$ cat src/rtl/rotate_seq_ctrl.sv
// rotate_seq_ctrl: sequencer for an external 8-bit parallel-load / rotate-right
// register. It loads a start pattern and then rotates it either a fixed number
// of times or until stopped. Rotation steps are paced by a DIV-cycle prescaler.
// The register has no hold mode, so holding is done by reloading q onto itself.
// When a job ends, the final register contents are reported on result.
module rotate_seq_ctrl #(
    parameter int DIV    = 4,
    parameter int STEP_W = 4
) (
    input  logic              clk,
    input  logic              rst,
    input  logic              start,
    input  logic [7:0]        pattern,
    input  logic [STEP_W-1:0] steps,
    input  logic              continuous,
    input  logic              stop,
    input  logic [7:0]        q,
    output logic              sl,
    output logic [7:0]        pin,
    output logic              busy,
    output logic              done,
    output logic [7:0]        result
);

    localparam int                CNT_W    = (DIV > 1) ? $clog2(DIV) : 1;
    localparam logic [CNT_W-1:0]  DIV_LAST = CNT_W'(DIV - 1);
    localparam logic [STEP_W-1:0] ONE_STEP = STEP_W'(1);

    typedef enum logic [1:0] {
        S_IDLE,
        S_LOAD,
        S_ROTATE,
        S_DONE
    } state_t;

    state_t            state_q,     state_d;
    logic [CNT_W-1:0]  divcnt_q,    divcnt_d;
    logic [STEP_W-1:0] remaining_q, remaining_d;
    logic [7:0]        pattern_r_q, pattern_r_d;
    logic              cont_r_q,    cont_r_d;
    logic              done_q,      done_d;
    logic [7:0]        result_q,    result_d;
    logic              tick;

    // A rotation step is due on the last cycle of each prescaler period.
    assign tick = (state_q == S_ROTATE) && (divcnt_q == DIV_LAST);

    // Register control: reload q (hold) unless loading, clearing, or rotating.
    // A stop request wins over a due tick, so no rotation happens that cycle.
    always_comb begin
        sl  = 1'b1;
        pin = q;
        if (rst) begin
            pin = 8'h00;
        end else if (state_q == S_LOAD) begin
            pin = pattern_r_q;
        end else if (tick && !stop) begin
            sl = 1'b0;
        end
    end

    // Next-state logic for the job sequencer.
    always_comb begin
        state_d     = state_q;
        divcnt_d    = divcnt_q;
        remaining_d = remaining_q;
        pattern_r_d = pattern_r_q;
        cont_r_d    = cont_r_q;
        done_d      = 1'b0;
        result_d    = result_q;
        case (state_q)
            S_IDLE: begin
                if (start) begin
                    pattern_r_d = pattern;
                    remaining_d = steps;
                    cont_r_d    = continuous;
                    state_d     = S_LOAD;
                end
            end
            S_LOAD: begin
                divcnt_d = '0;
                if (!cont_r_q && (remaining_q == '0)) begin
                    state_d = S_DONE;
                end else begin
                    state_d = S_ROTATE;
                end
            end
            S_ROTATE: begin
                if (stop) begin
                    state_d = S_DONE;
                end else if (tick) begin
                    divcnt_d = '0;
                    if (!cont_r_q && (remaining_q != '0)) begin
                        remaining_d = remaining_q - ONE_STEP;
                    end
                    if (!cont_r_q && (remaining_q == ONE_STEP)) begin
                        state_d = S_DONE;
                    end
                end else begin
                    divcnt_d = divcnt_q + 1'b1;
                end
            end
            S_DONE: begin
                result_d = q;
                done_d   = 1'b1;
                state_d  = S_IDLE;
            end
            default: begin
                state_d = S_IDLE;
            end
        endcase
    end

    // State and output registers with synchronous reset.
    always_ff @(posedge clk) begin
        if (rst) begin
            state_q     <= S_IDLE;
            divcnt_q    <= '0;
            remaining_q <= '0;
            pattern_r_q <= 8'h00;
            cont_r_q    <= 1'b0;
            done_q      <= 1'b0;
            result_q    <= 8'h00;
        end else begin
            state_q     <= state_d;
            divcnt_q    <= divcnt_d;
            remaining_q <= remaining_d;
            pattern_r_q <= pattern_r_d;
            cont_r_q    <= cont_r_d;
            done_q      <= done_d;
            result_q    <= result_d;
        end
    end

    assign busy   = (state_q != S_IDLE);
    assign done   = done_q;
    assign result = result_q;

endmodule
$ cat config.mk
export PLATFORM = sky130hd
export DESIGN_NAME = rotate_seq_ctrl
export DESIGN_NICKNAME = d
export VERILOG_FILES = /design/src/rtl/rotate_seq_ctrl.sv
export SDC_FILE = /design/constraint.sdc
export NUM_CORES = 1
export LEC_CHECK = 0
export CORE_ASPECT_RATIO = 1.4
export CORE_UTILIZATION = 45
export CTS_CLUSTER_SIZE = 24
export DETAILED_ROUTE_END_ITERATION = 12
export GPL_TIMING_DRIVEN = 0
export PLACE_DENSITY = 0.9
export SLEW_MARGIN = 20
export SYNTH_ARGS = -nofsm -noshare
export SYNTH_HDL_FRONTEND = slang
export SYNTH_SLANG_ARGS = --single-unit
$ cat constraint.sdc
create_clock -name clk -period 2.17 [get_ports clk]
set_input_delay 0.3255 -clock clk [delete_from_list [all_inputs] [get_ports clk]]
set_output_delay 0.3255 -clock clk [all_outputs]
set_load 0.01 [all_outputs]
==> reports/qor.json <==
{
  "layout_common_cells": "clkdlybuf4s50_1, dfxtp_1, nor2_1",
  "synth_cell_types": 31,
  "grt_setup_unrepaired": "no",
  "cts.root.buffer_cell": "clkbuf_8",
  "min_period_ns": 2.02,
  "sequentialPowerShare_pct": 34.4,
  "total_cts_buffers": 3,
  "vdd_drop_max_mv": 0.558,
  "finalInstanceArea_um2": 1860,
  "grt_antenna_before_repair": 0,
  "synth_seq_cells": 26,
  "synthesized_area_per_cell_um2": 8.44,
  "grtUsageTotal_pct": 22.2,
  "grt_pass1_wl_um": 5190,
  "total_number_of_h_tree_levels": 1,
  "multi_input_comb_area_um2": 763,
  "port_buffers": 42,
  "cell_area_placed_um2": 1810,
  "grt_start_max_net_pins": 14,
  "worst_skew_pair.late_latency_ns": 0.27,
  "tritoncts": "done",
  "final_antenna_net_count": 0,
  "worst_pin_slew_ns": 0.615,
  "initial_utilization_pct": 47.1,
  "fmaxAchievable_mhz": 496,
  "fillerInstances": 247,
  "reg2reg_to": "pattern_r_q[6]",
  "postCtsHoldBufs": 0,
  "crit_fanout": 10,
  "worstSetupEndpoint": "pin[4]",
  "syn_warnings": 0,
  "netlist_area_um2": 1340,
  "final-setup-viol-count": 0,
  "syn_nets": 192,
  "insertedDiodeCount": 0,
  "grt_busiest_layer": "met2",
  "p_leak_nw": 0.733,
  "route.detailed.vias_per_inst": 5.32,
  "drt-wirelength-per-cell_um": 13.2,
  "most_common_cell_after_layout_fill_and_taps_aside": "clkdlybuf4s50_1",
  "synth-seq-area-share_pct": 38.8,
  "critical_path_class": "reg2out",
  "worst_setup_path_startpoint": "state_q[1]",
  "worstPathRequired_ns": 1.84,
  "clock_slew_at_reported_path_ffs_ns": 0.08,
  "placementRows": 23,
  "critical_path_arrival_ns": 1.69,
  "floorplan.die.height_um": 66.6,
  "overflow": 0,
  "area.sequential_um2": 522,
  "power.internal_mw": 1.16,
  "finalNetCount": 239,
  "use_met1_pct": 25.1,
  "core-area_um2": 2850,
  "syn_inst": 159,
  "regToRegStartpoint": "state_q[0]",
  "flow.area_growth_from_synthesis_pct": 38.3,
  "ff2ff_path_depth": 6,
  "power.clock.fraction_pct": 13.9,
  "grt_pass1_vias": 1244,
  "holdWs_ns": 0.356,
  "pin_count": 44,
  "initialDrtViolationCount": 66,
  "drt_pre_antenna_iters": 4,
  "fin_crit_sh_pct": 92.9,
  "dieWidth_um": 48.1,
  "crit_path_end_kind": "output port",
  "drive_gt1_share_pct": 4.90,
  "share_comb_of_total_power_pct": 51.7,
  "final-hold-violation-count": 0,
  "groute.layer.met2.usage_pct": 40.0,
  "startpoint_type_of_the_worst_setup_path": "flip-flop",
  "max-cap-violations": 0,
  "grtUsageMet3_pct": 2.44,
  "cts_buffer_depth": 2,
  "dp_hpwl_um": 2330,
  "globalplace.congestion": 0.874,
  "route.vias.total": 1282,
  "hold_path.class": "in2reg",
  "maxSlewHeadroom_pct": 59.0,
  "postRouteWirelength_um": 3180,
  "count_of_final_max_slew_check_failures": 0,
  "tns_ns": 0,
  "switching_share_pct": 39.4,
  "dieArea_um2": 3210,
  "post_detailed_route_drc_marker_count": 0,
  "clkSinkCount": 26,
  "total_switching_power_mw": 0.756,
  "outcome": "finished, final reports clean",
  "power_density_nw_per_um2": 1030,
  "finalClockSkew_ns": 0.00509,
  "regToRegSetupSlack_ns": 0.28,
  "postCtsSetupRepairBufs": 0
}
==> power by group through the flow <==
stage               Clock (mW)  Combinational [mW]  Sequential [mW]
global placement             0               0.954            0.661
floorplan                    0               0.677            0.655
CTS                      0.269               0.986            0.659
detailed placement           0               0.980            0.667
global route             0.289                1.09            0.678
finish                   0.266               0.992            0.661
==> kinds of logic after synthesis <==
| family | synth area share (%) |
|---|---|
| compound gates | 15.7 |
| fa+ha+maj | 7.46 |
| buf+inv | 4.48 |
| flops | 38.8 |
| mux | 11.9 |
| simple gates | 21.6 |
==> per-stage QoR <==
step	utilization, %	std cells	power (mW)	worst slack, ns
detailed placement	63.5	238	1.65	-0.146
global route	65.1	241	2.06	0.0208
finish	65.1	241	1.92	0.154
CTS	65.0	241	1.91	0.0140
global placement	63.5	238	1.62	-0.104
floorplan	-	159	1.33	0.525
==> sequential cells by signal, indices dropped and copies added (netlist names) <==
| signal | cells |
|---|---|
| divcnt_q | 2 |
| cont_r_q | 1 |
| result | 8 |
| pattern_r_q | 8 |
| remaining_q | 4 |
| state_q | 2 |
| done | 1 |
==> cells in the mapped netlist <==
cell | number | area (µm²)
or3b_1 | 1 | 8.76
o41ai_1 | 1 | 8.76
or3b_4 | 1 | 11.3
o21ai_0 | 8 | 40.0
nand4_1 | 1 | 6.26
nor2_1 | 24 | 90.1
inv_1 | 8 | 30.0
dfxtp_1 | 26 | 521
nand2_1 | 12 | 45.0
a31oi_1 | 1 | 6.26
nor2b_1 | 2 | 12.5
o31ai_1 | 1 | 7.51
or3_1 | 1 | 6.26
o311a_1 | 1 | 10.0
o211ai_1 | 1 | 7.51
a31o_2 | 1 | 8.76
or4_1 | 1 | 7.51
a32oi_4 | 1 | 27.5
ha_1 | 8 | 100
a22oi_1 | 2 | 15.0
and3_1 | 1 | 6.26
and2b_4 | 1 | 10.0
a2bb2oi_1 | 1 | 8.76
a21oi_1 | 14 | 70.1
clkbuf_1 | 8 | 30.0
nor3_1 | 2 | 10.0
nand2b_1 | 1 | 6.26
nand3_1 | 11 | 55.1
or2b_1 | 1 | 7.51
and2b_1 | 1 | 7.51
mux2i_1 | 16 | 160
==> worst max-delay path: stages, from the launching register on <==
cell and delay (ns):
dfxtp_2 0.35, inv_1 0.11, ha_1 0.20, clkbuf_8 0.20, mux2i_1 0.20, nor2_1 0.06, dlygate4sd2_1 0.30
==> metal layers <==
metal,vias to the layer above,wire (µm)
li1,643,-
met2,41,1690
met4,0,59
met3,8,120
met1,590,1310
met5,-,0
==> repair_timing <==
action / 4_1_cts / 5_1_grt
setup endpoints to repair: 9 / 1
pin swaps: 0 / 0
gates resized for setup: 13 / 1
==> worst min-delay path by stage <==
stage / to / slack [ns] / start / cells past startpoint
6_report: done / 0.36 / rst / 2
3_5_place_dp: pattern_r_q[3] / 0.45 / pattern_r_q[3] / 2
2_1_floorplan: pattern_r_q[0] / 0.44 / pattern_r_q[0] / 2
5_1_grt: done / 0.41 / rst / 2
3_3_place_gp: pattern_r_q[7] / 0.44 / pattern_r_q[7] / 2
4_1_cts: done / 0.35 / rst / 2
==> area by class of cell <==
class                      instances  area share (%)
multi-input combinational        117            41.1
sequential                        26            28.1
timing repair buffer              42            22.3
tap                               37            2.49
clock buffer                       3            2.23
buffer                             8            2.16
inverter                           8            1.62
Note: power is estimated with default switching activity, not from simulation.
